<file path="src/rtl/timer_counter.sv">
// timer_counter: programmable down-counting timer with CTRL/PRESET/COUNT
// registers on the device bus and a maskable interrupt request.
module timer_counter #(
  parameter int unsigned CTRL_BITS = 4
) (
  input  logic        clk,
  input  logic        reset,
  input  logic [31:0] addr,
  input  logic        we,
  input  logic [31:0] wd,
  output logic [31:0] rd,
  output logic        irq
);

  typedef enum logic [1:0] {
    S_IDLE = 2'b00,
    S_LOAD = 2'b01,
    S_CNT  = 2'b10,
    S_INT  = 2'b11
  } state_t;

  state_t                 state, state_next;
  logic [CTRL_BITS-1:0]   ctrl;
  logic [31:0]            preset;
  logic [31:0]            count, count_next;
  logic                   int_flag;
  logic                   flag_set;
  logic                   en_clr;

  logic                   enable;
  logic [1:0]             mode;
  logic                   im;
  logic                   wr_ctrl;
  logic                   wr_preset;

  // Only addr[3:2] selects a register; the rest is decoded by the bridge.
  logic                   unused_addr;
  assign unused_addr = ^{addr[31:4], addr[1:0]};

  assign enable    = ctrl[0];
  assign mode      = ctrl[2:1];
  assign im        = ctrl[3];
  assign wr_ctrl   = we && (addr[3:2] == 2'b00);
  assign wr_preset = we && (addr[3:2] == 2'b01);

  assign irq = int_flag & im;

  // Read mux: combinational on the register select, no side effects.
  always_comb begin
    rd = '0;
    case (addr[3:2])
      2'b00:   rd = 32'(ctrl);
      2'b01:   rd = preset;
      2'b10:   rd = count;
      default: rd = '0;
    endcase
  end

  // Next-state and count update; INT raises the flag and, in one-shot
  // modes, requests the Enable bit to drop.
  always_comb begin
    state_next = state;
    count_next = count;
    flag_set   = 1'b0;
    en_clr     = 1'b0;
    case (state)
      S_IDLE: begin
        if (enable) state_next = S_LOAD;
      end
      S_LOAD: begin
        count_next = preset;
        state_next = S_CNT;
      end
      S_CNT: begin
        if (!enable) begin
          state_next = S_IDLE;
        end else if (count > 32'd1) begin
          count_next = count - 32'd1;
        end else begin
          count_next = '0;
          state_next = S_INT;
        end
      end
      S_INT: begin
        flag_set = 1'b1;
        if (mode == 2'b01) begin
          state_next = S_LOAD;
        end else begin
          en_clr     = 1'b1;
          state_next = S_IDLE;
        end
      end
      default: state_next = S_IDLE;
    endcase
  end

  // FSM state and counter register.
  always_ff @(posedge clk) begin
    if (reset) begin
      state <= S_IDLE;
      count <= '0;
    end else begin
      state <= state_next;
      count <= count_next;
    end
  end

  // CPU-visible configuration; a CPU CTRL write overrides the INT Enable clear.
  always_ff @(posedge clk) begin
    if (reset) begin
      ctrl   <= '0;
      preset <= '0;
    end else begin
      if (wr_ctrl)     ctrl    <= wd[CTRL_BITS-1:0];
      else if (en_clr) ctrl[0] <= 1'b0;
      if (wr_preset)   preset  <= wd;
    end
  end

  // Interrupt flag. Periodic mode always passes INT -> LOAD, and LOAD is
  // otherwise only reachable after a CTRL write (which already cleared the
  // flag), so clearing in LOAD yields the one-cycle periodic pulse.
  always_ff @(posedge clk) begin
    if (reset) begin
      int_flag <= 1'b0;
    end else if (wr_ctrl || wr_preset) begin
      int_flag <= 1'b0;
    end else if (flag_set) begin
      int_flag <= 1'b1;
    end else if (state == S_LOAD) begin
      int_flag <= 1'b0;
    end
  end

endmodule

</file>
<file path="config.mk">
export PLATFORM = sky130hd
export DESIGN_NAME = timer_counter
export DESIGN_NICKNAME = d
export VERILOG_FILES = /design/src/rtl/timer_counter.sv
export SDC_FILE = /design/constraint.sdc
export NUM_CORES = 1
export LEC_CHECK = 0
export ABC_AREA = 1
export BUFFER_PORTS_ARGS = -buffer_cell sky130_fd_sc_hd__buf_4
export CAP_MARGIN = 20
export CORE_MARGIN = 2
export CORE_UTILIZATION = 45
export DETAILED_ROUTE_END_ITERATION = 10
export MAX_ROUTING_LAYER = met4
export PLACE_DENSITY = 0.7
export RECOVER_POWER = 25
export REMOVE_ABC_BUFFERS = 1
export SYNTH_ARGS = -nofsm -noshare
export SYNTH_HDL_FRONTEND = slang
export SYNTH_SLANG_ARGS = --single-unit
export TNS_END_PERCENT = 30
</file>
<file path="constraint.sdc">
create_clock -name clk -period 2.05 [get_ports clk]
set_clock_uncertainty 0.15 [all_clocks]
set_input_delay 0.3075 -clock clk [delete_from_list [all_inputs] [get_ports clk]]
set_output_delay 0.3075 -clock clk [all_outputs]
set_load 0.03 [all_outputs]
</file>
==> impl_metrics.ini, run 1 <==
[synth]
synth_edf_count = 0
syn_area_mm2 = 0.00423
synth.avg_cell_area_um2 = 6.69
ys_types = 39
synth.area.top_cells = dfxtp_1 (34%), nand2_1 (12%), inv_1 (7.4%)
synthFlopType = dfxtp_1
yosysTopAreaCell = dfxtp_1
ys_seq_area_frac = 0.336
synth_top_area_frac = 0.336
async_reset_ff_frac = 0
syn_inst = 632
yosys_register_bits = 71
ys_warn_count = 0

[global_routing]
grt_max_degree = 37
antenna_found_initial = 0
grt_usage = 0.261
grt_pass1_wl_mm = 20.4
grt_pass1_vias = 4195
grt.overflow.total = 0

[clocking]
cts-root-buf = clkbuf_8
hold_buffers = 0
numCtsBuffers = 9
cts_buffer_depth = 2
clk_latency_ns = 0.35
cts_tree = yes
htreeDepth = 3
clkTransAtPathRegs_ns = 0.09
cts.sinks = 71
post_cts_buffers = 0

[timing]
finalSetupTns_ns = 0
rsz0062_at_grt = false
timing.final.crit_share = 0.929
period_needed_ns = 1.90
slew_headroom = 0.690
holdWs_ns = 0.0387
report.final.slew_viol_count = 0
finalHoldViolations = 0
finalSetupViolCount = 0
worstMarginPinSlew_ns = 0.465
fmax_ghz = 0.525

[placed_design]
place.gp.congestion = 0.920
port_buffers = 69
dpl.hpwl_mm = 8.94

[min_path]
min_path_type = in -> reg

[pwr]
ir_drop_v = 0.000282
power.density_mw_per_mm2 = 813
p_leak_uw = 0.00234

[critical_path]
crit_path_start_kind = primary input
cp.required_ns = 1.59
critPathCaptureType = output port
critPathKind = in -> out
path_max_fanout = 18
cp.arrival_ns = 1.45

[die]
die_h_um = 101
fp.dieArea_mm2 = 0.0102
die-width_um = 101
core_area_mm2 = 0.00920
ios = 100
fp-row-count = 35
start_util = 0.459

[drt]
antenna_left = 0
wl_per_cell_um = 15.0
num_vias = 4400
post_drt_via_cell_ratio = 5.34
drc = 0
drt_iter0_drc = 230
totalWireLength_mm = 12.4
firstDrtPassIters = 5

[job]
cap_violations = 0

[cells_and_area]
nNetsFinal = 777
antenna_cells = 0
drive_gt1_frac = 0.219
syn_to_final_growth_pct = 22.8

[outcome]
status = finished clean
sequential cells by signal (all words and copies together) (netlist names):
register  flops
count        32
ctrl          4
int_flag      1
preset       32
state         2
layout make-up:
class	instances	area [µm²]
Clock buffer	9	124
Clock inverter	7	96.3
Multi-Input combinational cell	440	2300
Inverter	92	350
Sequential cell	71	1420
Fill cell	910	4010
Tap cell	111	139
Timing Repair Buffer	94	758
path summary, 6_finish.rpt:
path / slack (ns) / startpoint / endpoint / cells after the start
worst max-delay path: 0.15 / addr[2] / rd[8] / 7
worst min-delay path: 0.04 / wd[2] / ctrl[2]$_SDFFE_PP0P_ / 3
worst max register to register: 0.17 / count[8]$_SDFFE_PP0P_ / count[17]$_SDFFE_PP0P_ / 11
worst min register to register: 0.32 / preset[28]$_SDFFE_PP0P_ / preset[28]$_SDFFE_PP0P_ / 2
routing by layer:
| metal | track usage | wire length, µm |
|---|---|---|
| met5 | - | 0 |
| met4 | 0.0644 | 159 |
| met3 | 0.0444 | 595 |
| met2 | 0.408 | 5660 |
| met1 | 0.352 | 5970 |
synthesized netlist by cell type, types with 2 or more instances:
cell / count
nand2_4: 5
o221ai_1: 4
inv_2: 7
a21oi_2: 4
o21ai_2: 6
nor2_1: 56
xor2_1: 13
nand3_1: 24
dfxtp_1: 71
nand2_1: 134
o22ai_2: 3
a21oi_1: 60
clkbuf_1: 17
o22ai_1: 35
inv_1: 83
ha_1: 2
buf_1: 3
o21ai_0: 58
o21ai_1: 7
nor2_4: 5
buf_4: 3
nor3_1: 3
buf_6: 3
buf_2: 2
inv_4: 2
nor2_2: 7
nand2_2: 3
cell usage in the layout (no fill, tap or decap), types with 2 or more instances in the layout:
master / count
nand2_1: 134
buf_4: 86
inv_1: 82
dfxtp_1: 71
a21oi_1: 60
o21ai_0: 58
nor2_1: 56
o22ai_1: 35
nand3_1: 24
xor2_1: 13
clkbuf_8: 9
inv_2: 7
o21ai_1: 7
nor2_4: 6
nor2_2: 6
o21ai_2: 6
nand2_4: 5
buf_12: 5
o221ai_1: 4
a21oi_2: 4
nand2_2: 3
nor3_1: 3
o22ai_2: 3
clkinvlp_4: 3
inv_4: 2
bufinv_16: 2
clkbuf_1: 2
per-stage QoR:
| stage | power [µW] | worst slack, ns | util | cell area, µm² | std cells |
|---|---|---|---|---|---|
| after detailed placement | 2970 | 0.109 | 0.541 | 4970 | 808 |
| after global routing | 4490 | 0.0338 | 0.564 | 5190 | 824 |
| after CTS | 4230 | 0.121 | 0.564 | 5190 | 824 |
| final | 4220 | 0.145 | 0.564 | 5190 | 824 |
| after global placement | 2950 | 0.166 | 0.541 | 4970 | 808 |
| after floorplan | 2500 | 0.127 | - | 4060 | 603 |
critical path, cell delays in order:
cell     delay (ns)
buf_4          0.08
inv_1          0.04
nor2_1         0.20
inv_2          0.24
buf_12         0.22
o22ai_1        0.16
buf_4          0.20
report_power, final:
group	internal [µW]	switching, µW	total [µW]
Combinational	520	926	1450
Sequential	1450	61.6	1510
Clock	687	573	1260
logic make-up (layout without fill, tap and decap cells):
kind of cell	Yosys count	count (layout)	synth area share
adders and majority gates	2	2	0.00592
buffers and inverters	121	202	0.121
AOI/OAI and AO/OA	182	182	0.250
xor gates and xnor gates	14	14	0.0290
and+or+nand+nor	242	242	0.258
DFF	71	71	0.336
what timing repair did:
action	4_1_cts	5_1_grt
gates resized for setup	0	3
endpoints found under the hold margin	0	0
endpoints found under the setup margin	0	13
No activity file was read; power rests on OpenSTA's default activity.
==> run 2, diff against run 1 <==
Settings changed: MAX_ROUTING_LAYER met4 to default.
==> run 2 against run 1 <==
Effect of this change: critical path depth grew 4; maximum frequency grew 0.87%; via count is 1.3% lower.
==> impl_metrics.ini, run 2 (same netlist as run 1, synthesis figures left out) <==
[outcome]
status = finished clean

[min_path]
hold_path_depth = 3
min_path_type = in -> reg
min_from = wd[3]
holdPathEnd = ctrl[3]$_SDFFE_PP0P_

[critical_path]
critPathCaptureType = register
reg2reg_setup_slack_ns = 0.16
cp.arrival_ns = 1.98
crit_cells = 11
cp_common_cell = nand2_1
path_max_fanout = 9
crit_family = simple AND/OR/NAND/NOR gates
rr_endpoint = count[25]$_SDFFE_PP0P_
crit_chain = inv_1 > nand2_1 > nor2_1 > nand2_1 > nor2_4 > nand2_2 > nand2_4 > buf_12 > a21oi_2 > o21ai_1 > a21oi_1
cp.required_ns = 2.14
crit_path_start_kind = register
path_buf_inv = 2
cpPeakStageDelay_ns = 0.37
reg2regPathDepth = 11
critPathKind = reg -> reg
regToRegStartpoint = count[18]$_SDFFE_PP0P_
cp_slowest_cell = dfxtp_1

[timing]
slew_headroom = 0.628
holdWs_ns = 0.0296
finalSetupTns_ns = 0
finalHoldViolations = 0
period_needed_ns = 1.89
fmax_ghz = 0.530
timing.final.crit_share = 0.921
rsz0062_at_grt = false
report.final.slew_viol_count = 0
finalSetupViolCount = 0
worstMarginPinSlew_ns = 0.557

[cells_and_area]
layout.cells.most_common = nand2_1
nNetsFinal = 775
num-fill-cells = 922
multi_input_area_mm2 = 0.00229
mostFrequentLayoutCells = nand2_1 (134), buf_4 (83), inv_1 (82), dfxtp_1 (71), a21oi_1 (60)
syn_to_final_growth_pct = 21.5
antenna_cells = 0
drive_gt1_frac = 0.215
top_regs = count x32, preset x32, ctrl x4
final_cells = 821
regArea_mm2 = 0.00142

[clocking]
htreeDepth = 3
cts_tree = yes
clk_latency_ns = 0.36
numCtsBuffers = 9
hold_buffers = 0
clkTransAtPathRegs_ns = 0.09
cts-root-buf = clkbuf_8
cts.sinks = 71
cts_buffer_depth = 2

[pwr]
combPwrFrac = 0.351
p_leak_uw = 0.00232
ir_drop_v = 0.000390
power.density_mw_per_mm2 = 787
power.share.clock = 0.274
p_seq_frac = 0.375
internal_power_uw = 2510
p_switching_uw = 1530
netSwitchingFraction = 0.379
power_uw = 4040

[drt]
met1Wirelength_mm = 5.95
dr.max_layer_used = met4
num_vias = 4342
totalWireLength_mm = 12.1
met3_length_um = 546
wl_met2_mm = 5.51
antenna_left = 0
drt_iter0_drc = 171
wl_per_cell_um = 14.8
drc = 0
post_drt_via_cell_ratio = 5.29
firstDrtPassIters = 5

[die]
start_util = 0.459
die-width_um = 101
fp-row-count = 35
core_area_mm2 = 0.00920
fp.dieArea_mm2 = 0.0102
ios = 100
die_h_um = 101

[job]
cap_violations = 0

[placed_design]
dp_cells = 806
place.gp.congestion = 0.911
port_buffers = 69
dpl.hpwl_mm = 8.90

[global_routing]
grt_pass1_vias = 4184
grt_usage = 0.251
grt_pass1_wl_mm = 20.3
antenna_found_initial = 0
grt_max_degree = 37
grt.overflow.total = 0
-- run 2: cell count changes in the layout (fill, tap and decap cells not counted), sizes merged --
cell / before / now
buf: 91 / 89
bufinv: 2 / 1
clkinv: 2 / 3
inv: 92 / 91
-- run 2: final cells by class --
cell class	count	area share
inverters	92	0.0683
well taps	111	0.0271
repair buffers	92	0.144
clock buffers	9	0.0241
multi-input cells	440	0.447
clock inverters	6	0.0122
flip-flops and latches	71	0.277
-- run 2: tightest hold or removal path, stage by stage --
cell,delay (ns)
buf_4,0.08
nor2_1,0.03
nor2_1,0.09
-- run 2: how the worst max path moves through the flow --
stage	from	endpoint	slack, ns
finish	count[18]$_SDFFE_PP0P_	count[25]$_SDFFE_PP0P_	0.16
global route	count[12]$_SDFFE_PP0P_	count[23]$_SDFFE_PP0P_	0.004
CTS	count[1]$_SDFFE_PP0P_	count[16]$_SDFFE_PP0P_	0.11
detailed placement	addr[2]	preset[15]$_SDFFE_PP0P_	0.13
global placement	addr[3]	preset[15]$_SDFFE_PP0P_	0.17
floorplan	addr[2]	rd[0]	0.13
-- run 2: repair_timing --
item / CTS / global route
endpoints found under the setup margin: 0 / 3
buffers inserted: 0 / 0
resized for setup: 0 / 2
-- run 2: routing by layer --
| layer | up-vias | GRT usage |
|---|---|---|
| li1 | 2224 | - |
| met2 | 102 | 0.396 |
| met5 | - | 0 |
| met1 | 2004 | 0.350 |
| met4 | 0 | 0.0665 |
| met3 | 12 | 0.0520 |
-- run 2: power by group through the flow --
stage | clock (µW) | sequential (µW) | combinational, µW
finish | 1110 | 1510 | 1420
global route | 1180 | 1520 | 1590
CTS | 1120 | 1510 | 1410
detailed placement | 0 | 1540 | 1410
global placement | 0 | 1540 | 1390
floorplan | 0 | 1530 | 969
-- run 2: through the flow --
stage               utilization  area (µm²)  setup slack [ns]
floorplan                     -        4060             0.127
global placement          0.539        4960             0.168
detailed placement        0.539        4960             0.128
CTS                       0.559        5140             0.105
global route              0.558        5130           0.00356
finish                    0.558        5130             0.162
==> run 3, diff against run 2 <==
Settings changed: PLACE_DENSITY 0.7 to 0.78.
==> run 3 against run 2 <==
Effect of this change: critical path type is now in -> out; critical endpoint is now rd[14]; register-to-register slack improved by 0.03 ns; wire length grew 1.4%; core utilization grew 0.30 points; die area unchanged; combinational power barely moved; clock power rose by 17%; cell count stayed put; maximum frequency fell by 0.34%.
==> impl_metrics.ini, run 3 (same netlist as run 1, synthesis figures left out) <==
[placed_design]
port_buffers = 69
dpl.hpwl_mm = 8.82
dpl-instance-area_mm2 = 0.00492
place.gp.congestion = 0.977

[cells_and_area]
antenna_cells = 0
nNetsFinal = 774
mostFrequentLayoutCells = nand2_1 (134), buf_4 (85), inv_1 (82), dfxtp_1 (70), a21oi_1 (60)
drive_gt1_frac = 0.217
stdcell_area_mm2 = 0.00516
layout.cells.most_common = nand2_1
syn_to_final_growth_pct = 22.1
top_regs = count x32, preset x32, ctrl x4

[drt]
num_vias = 4444
antenna_left = 0
wl_per_cell_um = 15.0
drt_iter0_drc = 228
drc = 0
post_drt_via_cell_ratio = 5.41
totalWireLength_mm = 12.3
firstDrtPassIters = 4

[timing]
finalSetupViolCount = 0
fmax_ghz = 0.528
finalSetupTns_ns = 0
period_needed_ns = 1.89
holdWs_ns = 0.0445
report.final.slew_viol_count = 0
rsz0062_at_grt = false
timing.final.crit_share = 0.924
slew_headroom = 0.414
worstMarginPinSlew_ns = 0.878
finalHoldViolations = 0

[global_routing]
grt_max_degree = 64
grt_usage = 0.246
busiest_layer = met2
grt.overflow.total = 0
use_met1 = 0.338
antenna_found_initial = 0
grt_use_met3 = 0.0395
grtUsageMet2 = 0.397
grt_pass1_wl_mm = 20.0
grt_pass1_vias = 4154

[critical_path]
cp_common_cell = buf_4
critPathCaptureType = output port
crit_chain = buf_4 > inv_1 > nor2_1 > clkinv_1 > buf_4 > o22ai_1 > buf_4
crit_family = buffers and inverters
cp.arrival_ns = 1.44
path_max_fanout = 30
cpPeakStageDelay_ns = 0.27
path_buf_inv = 5
critPathKind = in -> out
cp_slowest_cell = buf_4
crit_path_start_kind = primary input
cp.required_ns = 1.59

[pwr]
power.density_mw_per_mm2 = 824
p_leak_uw = 0.00232
ir_drop_v = 0.000331
power_uw = 4250

[die]
start_util = 0.459
die_h_um = 101
die-width_um = 101
fp.dieArea_mm2 = 0.0102
core_area_mm2 = 0.00920
ios = 100
fp-row-count = 35

[clocking]
hold_buffers = 0
post_cts_buffers = 0
cts_tree = yes
cts_resized = 0
numCtsBuffers = 9
cts.sinks = 71
clkTransAtPathRegs_ns = 0.08
htreeDepth = 3
clk_latency_ns = 0.35
cts-root-buf = clkbuf_8
cts_buffer_depth = 2

[outcome]
status = finished clean

[min_path]
min_path_type = in -> reg

[job]
cap_violations = 0
[run 3: layer usage]
metal	wire, µm	part of all wire
met1	5710	0.46
met2	5670	0.46
met3	726	0.059
met4	187	0.015
met5	0	0
[run 3: power breakdown]
part / total [µW] / switching [µW] / internal [µW] / leakage (µW)
clock network: 1300 / 551 / 750 / 0.000112
registers: 1510 / 58.3 / 1450 / 0.000578
logic: 1440 / 927 / 513 / 0.00163
total: 4250 / 1540 / 2720 / 0.00232
[run 3: path summary, 6_finish.rpt]
path | start | end | slack [ns] | depth (start not counted)
hold reg to reg | preset[31]$_SDFFE_PP0P_ | preset[31]$_SDFFE_PP0P_ | 0.32 | 2
hold / removal | wd[3] | ctrl[3]$_SDFFE_PP0P_ | 0.04 | 3
setup reg to reg | count[1]$_SDFFE_PP0P_ | count[8]$_SDFFE_PP0P_ | 0.19 | 11
setup / recovery | addr[2] | rd[14] | 0.16 | 7
[run 3: worst register-to-register path: cells and delay by family, from the launching register on]
kind            cells  cell delay [ns]
simple gates        7             0.74
flops               1             0.31
fa+ha+maj           1             0.24
compound gates      2             0.17
buf+inv             1             0.14
[run 3: cell type report]
class                      count  area (µm²)
clock inverter                 5        80.1
sequential                    71        1420
multi-input combinational    440        2300
timing repair buffer          91         713
inverter                      92         350
tap                          111         139
fill                         908        4040
clock buffer                  11         151
[run 3: through the flow]
stage,instances,worst slack (ns),utilization
after floorplan,603,0.127,-
after global placement,805,0.143,0.535
after detailed placement,805,0.0498,0.535
after CTS,821,0.0446,0.561
after global routing,821,0.0137,0.561
final,821,0.155,0.561
